<file path="src/rtl/alu_pkg.sv">
// Shared opcodes, FSM state encoding and helpers for the multicycle ALU.
package alu_pkg;

  localparam logic [3:0] OP_AND = 4'd0;
  localparam logic [3:0] OP_OR  = 4'd1;
  localparam logic [3:0] OP_ADD = 4'd2;
  localparam logic [3:0] OP_SLL = 4'd3;
  localparam logic [3:0] OP_SRL = 4'd4;
  localparam logic [3:0] OP_SRA = 4'd5;
  localparam logic [3:0] OP_SUB = 4'd6;
  localparam logic [3:0] OP_SLT = 4'd7;
  localparam logic [3:0] OP_MUL = 4'd8;

  typedef enum logic {
    IDLE = 1'b0,
    RUN  = 1'b1
  } state_e;

  function automatic int clog2(input int value);
    int result;
    result = 0;
    while ((1 << result) < value) result++;
    return result;
  endfunction

endpackage

</file>
<file path="src/rtl/alu_iter_unit.sv">
// Iterative datapath: one shift or one shift-add multiply step per cycle,
// paced by a down-counter whose terminal count ends the operation.
module alu_iter_unit
  import alu_pkg::*;
#(
  parameter int WIDTH = 16,
  parameter int CW    = 5
) (
  input  logic                 clk_sys_i,
  input  logic                 rst_b_i,
  input  logic                 load_i,
  input  logic                 step_i,
  input  logic [3:0]           op_i,
  input  logic [CW-1:0]        cnt_init_i,
  input  logic [WIDTH-1:0]     x_i,
  input  logic [WIDTH-1:0]     y_i,
  output logic                 cnt_zero_o,
  output logic [WIDTH-1:0]     shift_o,
  output logic [2*WIDTH-1:0]   prod_o
);

  logic [CW-1:0]      cnt_q, cnt_d;
  logic [WIDTH-1:0]   sh_q, sh_d;
  logic [WIDTH-1:0]   mcand_q, mcand_d;
  logic [2*WIDTH-1:0] acc_q, acc_d;
  logic [WIDTH:0]     partial;

  // Accumulator low half starts as the multiplier and drains out as the
  // product shifts in from the top.
  always_comb begin
    partial = {1'b0, acc_q[2*WIDTH-1:WIDTH]} + (acc_q[0] ? {1'b0, mcand_q} : '0);
    cnt_d   = cnt_q;
    sh_d    = sh_q;
    mcand_d = mcand_q;
    acc_d   = acc_q;
    if (load_i) begin
      cnt_d   = cnt_init_i;
      sh_d    = x_i;
      mcand_d = x_i;
      acc_d   = {{WIDTH{1'b0}}, y_i};
    end else if (step_i && (cnt_q != '0)) begin
      cnt_d = cnt_q - CW'(1);
      case (op_i)
        OP_SLL:  sh_d  = {sh_q[WIDTH-2:0], 1'b0};
        OP_SRL:  sh_d  = {1'b0, sh_q[WIDTH-1:1]};
        OP_SRA:  sh_d  = {sh_q[WIDTH-1], sh_q[WIDTH-1:1]};
        OP_MUL:  acc_d = {partial, acc_q[WIDTH-1:1]};
        default: ;
      endcase
    end
  end

  always_ff @(posedge clk_sys_i or negedge rst_b_i) begin
    if (!rst_b_i) begin
      cnt_q   <= '0;
      sh_q    <= '0;
      mcand_q <= '0;
      acc_q   <= '0;
    end else begin
      cnt_q   <= cnt_d;
      sh_q    <= sh_d;
      mcand_q <= mcand_d;
      acc_q   <= acc_d;
    end
  end

  assign cnt_zero_o = (cnt_q == '0);
  assign shift_o    = sh_q;
  assign prod_o     = acc_q;

endmodule

</file>
<file path="src/rtl/alu_multicycle.sv">
// Multicycle ALU with Start/Busy/Done handshake and registered result/flags.
//   state | meaning
//   IDLE  | waiting for Start; outputs hold the last result
//   RUN   | operands latched; iterating until the counter reaches zero
module alu_multicycle
  import alu_pkg::*;
#(
  parameter int WIDTH  = 16,
  parameter bit MUL_EN = 1'b1
) (
  input  logic             CLK,
  input  logic             Reset_n,
  input  logic             Start,
  input  logic [3:0]       ALUct1,
  input  logic [WIDTH-1:0] A,
  input  logic [WIDTH-1:0] B,
  input  logic             Flip,
  output logic             Busy,
  output logic             Done,
  output logic [WIDTH-1:0] ALUOut,
  output logic             Zero,
  output logic             Overflow
);

  localparam int LW = clog2(WIDTH);
  localparam int CW = LW + 1;

  state_e             state_q, state_d;
  logic [3:0]         op_q;
  logic [WIDTH-1:0]   x_q, y_q, x_in, y_in;
  logic [WIDTH-1:0]   out_q, out_d;
  logic               zero_q, ovf_q, ovf_d, done_q, done_d;
  logic               accept, finish, cnt_zero;
  logic [CW-1:0]      cnt_init;
  logic [WIDTH-1:0]   shift_res, sum, diff;
  logic [2*WIDTH-1:0] prod;

  assign x_in   = Flip ? B : A;
  assign y_in   = Flip ? A : B;
  assign accept = (state_q == IDLE) && Start;
  assign finish = (state_q == RUN) && cnt_zero;

  always_comb begin
    cnt_init = '0;
    case (ALUct1)
      OP_SLL, OP_SRL, OP_SRA: cnt_init = CW'(y_in[LW-1:0]);
      OP_MUL:                 if (MUL_EN) cnt_init = CW'(WIDTH);
      default:                cnt_init = '0;
    endcase
  end

  alu_iter_unit #(.WIDTH(WIDTH), .CW(CW)) u_iter (
    .clk_sys_i  (CLK),
    .rst_b_i    (Reset_n),
    .load_i     (accept),
    .step_i     (state_q == RUN),
    .op_i       (op_q),
    .cnt_init_i (cnt_init),
    .x_i        (x_in),
    .y_i        (y_in),
    .cnt_zero_o (cnt_zero),
    .shift_o    (shift_res),
    .prod_o     (prod)
  );

  assign sum  = x_q + y_q;
  assign diff = x_q - y_q;

  // SLT uses a true signed compare so an overflowing X-Y cannot flip the answer.
  always_comb begin
    out_d = '0;
    ovf_d = 1'b0;
    case (op_q)
      OP_AND: out_d = x_q & y_q;
      OP_OR:  out_d = x_q | y_q;
      OP_ADD: begin
        out_d = sum;
        ovf_d = (x_q[WIDTH-1] == y_q[WIDTH-1]) && (sum[WIDTH-1] != x_q[WIDTH-1]);
      end
      OP_SUB: begin
        out_d = diff;
        ovf_d = (x_q[WIDTH-1] != y_q[WIDTH-1]) && (diff[WIDTH-1] != x_q[WIDTH-1]);
      end
      OP_SLT: out_d = {{(WIDTH-1){1'b0}}, ($signed(x_q) < $signed(y_q))};
      OP_SLL, OP_SRL, OP_SRA: out_d = shift_res;
      OP_MUL: if (MUL_EN) begin
        out_d = prod[WIDTH-1:0];
        ovf_d = |prod[2*WIDTH-1:WIDTH];
      end
      default: ;
    endcase
  end

  always_comb begin
    state_d = state_q;
    done_d  = 1'b0;
    case (state_q)
      IDLE: if (Start) state_d = RUN;
      RUN: if (cnt_zero) begin
        state_d = IDLE;
        done_d  = 1'b1;
      end
      default: state_d = IDLE;
    endcase
  end

  always_ff @(posedge CLK or negedge Reset_n) begin
    if (!Reset_n) begin
      state_q <= IDLE;
      done_q  <= 1'b0;
      op_q    <= '0;
      x_q     <= '0;
      y_q     <= '0;
      out_q   <= '0;
      zero_q  <= 1'b0;
      ovf_q   <= 1'b0;
    end else begin
      state_q <= state_d;
      done_q  <= done_d;
      if (accept) begin
        op_q <= ALUct1;
        x_q  <= x_in;
        y_q  <= y_in;
      end
      if (finish) begin
        out_q  <= out_d;
        zero_q <= (out_d == '0);
        ovf_q  <= ovf_d;
      end
    end
  end

  assign Busy     = (state_q == RUN);
  assign Done     = done_q;
  assign ALUOut   = out_q;
  assign Zero     = zero_q;
  assign Overflow = ovf_q;

endmodule

</file>
<file path="config.mk">
export PLATFORM = sky130hd
export DESIGN_NAME = alu_multicycle
export DESIGN_NICKNAME = d
export VERILOG_FILES = /design/src/rtl/alu_pkg.sv /design/src/rtl/alu_iter_unit.sv /design/src/rtl/alu_multicycle.sv
export SDC_FILE = /design/constraint.sdc
export NUM_CORES = 1
export LEC_CHECK = 0
export ABC_CLOCK_PERIOD_IN_PS = 4100
export CAP_MARGIN = 20
export CORE_MARGIN = 4
export CORE_UTILIZATION = 33
export CTS_BUF_LIST = sky130_fd_sc_hd__clkbuf_8 sky130_fd_sc_hd__clkbuf_16
export DETAILED_ROUTE_END_ITERATION = 16
export GPL_ROUTABILITY_DRIVEN = 0
export SYNTH_ARGS = -nofsm -noshare
export SYNTH_HDL_FRONTEND = slang
export SYNTH_HIERARCHICAL = 1
export SYNTH_SLANG_ARGS = --single-unit
</file>
<file path="constraint.sdc">
create_clock -name CLK -period 4.1 [get_ports CLK]
set_clock_uncertainty 0.05 [all_clocks]
set_input_delay 0.82 -clock CLK [delete_from_list [all_inputs] [get_ports CLK]]
set_output_delay 0.82 -clock CLK [all_outputs]
set_load 0.005 [all_outputs]
</file>
==> impl_metrics.ini <==
[clocking]
htree_levels = 4
cts_tree = built
post_cts_resized = 0
cts_sinks = 125
path_clk_slew_ns = 0.06
cts_root_buf = clkbuf_16
hold_buffers = 0
cts_setup_buffers = 0
numCtsBuffers = 17
cts_buffer_depth = 2
clock_latency_ns = 0.42

[detailed_routing]
vias_per_cell = 5.621
dr.pass1.iters = 5
wirelength_mm = 27.84
drc = 0
drtAntennaViolNets = 0
drt-initial-drc-count = 735
avgRoutedWirePerCell_microns = 18.43
num_vias = 8493

[power]
ir_worst_vdd_uv = 382.1
power_leakage_nw = 4.906
power.density_nw_per_um2 = 870.7

[global_routing]
track_usage = 0.1760
grt_first_pass_wirelength_mm = 44.20
antenna_found_initial = 0
grt_start_max_net_pins = 98
grt-ovfl-total = 0
grt_pass1_vias = 8201

[critical_path]
path_cells = inv_1 -> ha_1 -> nor3_1 -> a2111oi_2 -> o21bai_1 -> a221oi_2 -> o21a_1 -> or3_1 -> nand4_1 -> or4_1 -> o31ai_2
crit_buf_inv = 1
critPathLaunchType = register
required_ns = 4.38
critical_path_arrival_ns = 3.87
worst-path-max-fanout = 11
critical_path_class = reg -> reg
crit_family = compound AO/OA/AOI/OAI gates
cp_slowest_cell = a2111oi_2
cpPeakStageDelay_ns = 0.57
crit_path_end_kind = register

[floorplan]
row_count = 61
die_area_sq_um = 31260
die_h_microns = 176.8
die_w_microns = 176.8
pin_count = 60
core_sq_um = 27930
initial_core_util = 0.3366

[synth]
synthFlopType = dfrtp_1
synth_edf_count = 0
synth_seq_area_share = 0.3327
synth_common_cells = nand2_1 (129), o21ai_0 (129), dfrtp_1 (125)
postSynthAreaPerCell_sq_um = 8.650
synth_area_leaders = dfrtp_1 (33%), ha_1 (8.8%), o21ai_0 (6.9%), mux2_2 (5.4%), nand2_1 (5.1%)
synth_async_sr_flop_share = 1.000
syn_area_sq_um = 9403
yosys.area.top_type = dfrtp_1
syn_inst = 1087
syn-num-nets = 1196
synth-seq-cells = 125
yosysWarningCount = 6
synth.distinct_cells = 85
synth_top_area_frac = 0.3327

[placement]
dp.cells = 1479
post-dp-hpwl_mm = 20.67
portBuffers = 59

[timing]
finalSetupTns_ns = 0
min_period_ns = 3.593
fmax_mhz = 278.3
rsz0062_at_grt = false
slew_viol_final = 0
setup_viol = 0
post-route-period-util = 0.8764
hold_violations = 0
relSlewSlack = 0.4223
worst_pin_slew_ns = 0.8642

[run]
cap_violations = 0

[run_status]
outcome = complete, no violations

[finish]
layout-drive-gt1-share = 0.1041
post-route-util = 0.3946
nets = 1229
diodes = 0
final_cells = 1511
area_growth_syn_to_layout_pct = 17.22

[hold_path]
hold_path.class = in -> async
## final cells by class
cell class | instances | area (sq um)
well taps | 378 | 473.0
flip-flops and latches | 125 | 3128
multi-input cells | 818 | 5700
repair buffers | 79 | 758.2
clock inverters | 14 | 224.0
inverters | 79 | 299.0
fillers | 2864 | 16910
clock buffers | 18 | 439.2
## logic make-up (layout without fill, tap and decap cells)
| logic type | Yosys count | after routing | synth area share |
|---|---|---|---|
| adders and majority gates | 69 | 69 | 0.09421 |
| muxes | 86 | 86 | 0.09754 |
| xor gates and xnor gates | 11 | 11 | 0.01025 |
| DFF | 125 | 125 | 0.3327 |
| buffers and inverters | 144 | 190 | 0.06294 |
| and+or+nand+nor | 325 | 325 | 0.1722 |
| AOI/OAI and AO/OA | 327 | 327 | 0.2302 |
## through the flow
stage                     setup slack, ns  power (mW)  hold slack (ns)  instance area [sq um]
final                              0.5069       9.597           0.3543                  11020
after global routing               0.2360       10.33           0.4076                  11020
after CTS                          0.5703       9.539           0.3749                  11020
after detailed placement           0.5988       7.755           0.4057                  10360
after global placement             0.7267       7.684           0.4038                  10360
after floorplan                     1.097       6.187           0.3956                   9403
## report_power, final
group	internal, mW	switching [mW]	leakage [nW]
clock network	1.15	0.587	0.332
registers	1.81	0.607	1.56
logic	2.24	3.20	3.01
## registers in the layout (all words and copies together), names as in the netlist
| register | cells |
|---|---|
| ALUOut | 16 |
| Busy | 1 |
| Done | 1 |
| Overflow | 1 |
| Zero | 1 |
| op_q | 4 |
| u_iter/cnt_q | 5 |
| u_iter/mcand_q | 16 |
| u_iter/prod_o | 32 |
| u_iter/shift_o | 16 |
| x_q | 16 |
| y_q | 16 |
## final timing paths
kind	from	endpoint	slack (ns)	cells past startpoint
hold / removal	Reset_n	u_iter/cnt_q[4]	0.35	1
setup / recovery	x_q[4]	Zero	0.51	11
setup reg to reg	x_q[4]	Zero	0.51	11
hold reg to reg	Overflow	Overflow	0.42	2
min in group CLK	Overflow	Overflow	0.42	2
max in group asynchronous	Reset_n	x_q[10]	2.78	2
## per-layer routing
layer,part of all wire,track usage
met1,0.47,0.2530
met2,0.45,0.2706
met3,0.059,0.02499
met4,0.026,0.06254
met5,0,0
## cell usage in the layout (no fill, tap or decap), drive strengths merged, types with 6 or more instances in the layout
master and count:
dfrtp 125, nor4 9, nand2 129, inv 80
a221oi 7, and3 12, buf 22, xnor2 7
o21bai 7, o21ai 129, a211oi 6, clkinv 6
nor3 25, nor2 42, nand2b 14, or3 6
a31oi 13, o221ai 6, mux2 45, clkbuf 18
nand3 22, clkdlybuf4s50 57, a2111oi 7, a21o 19
nor2b 10, nand4 6, mux2i 41, a21oi 45
a22o 7, bufinv 6, o211ai 8, o2bb2ai 7
and2 21, ha 66, o21a 7
No activity file was read; power rests on OpenSTA's default activity.
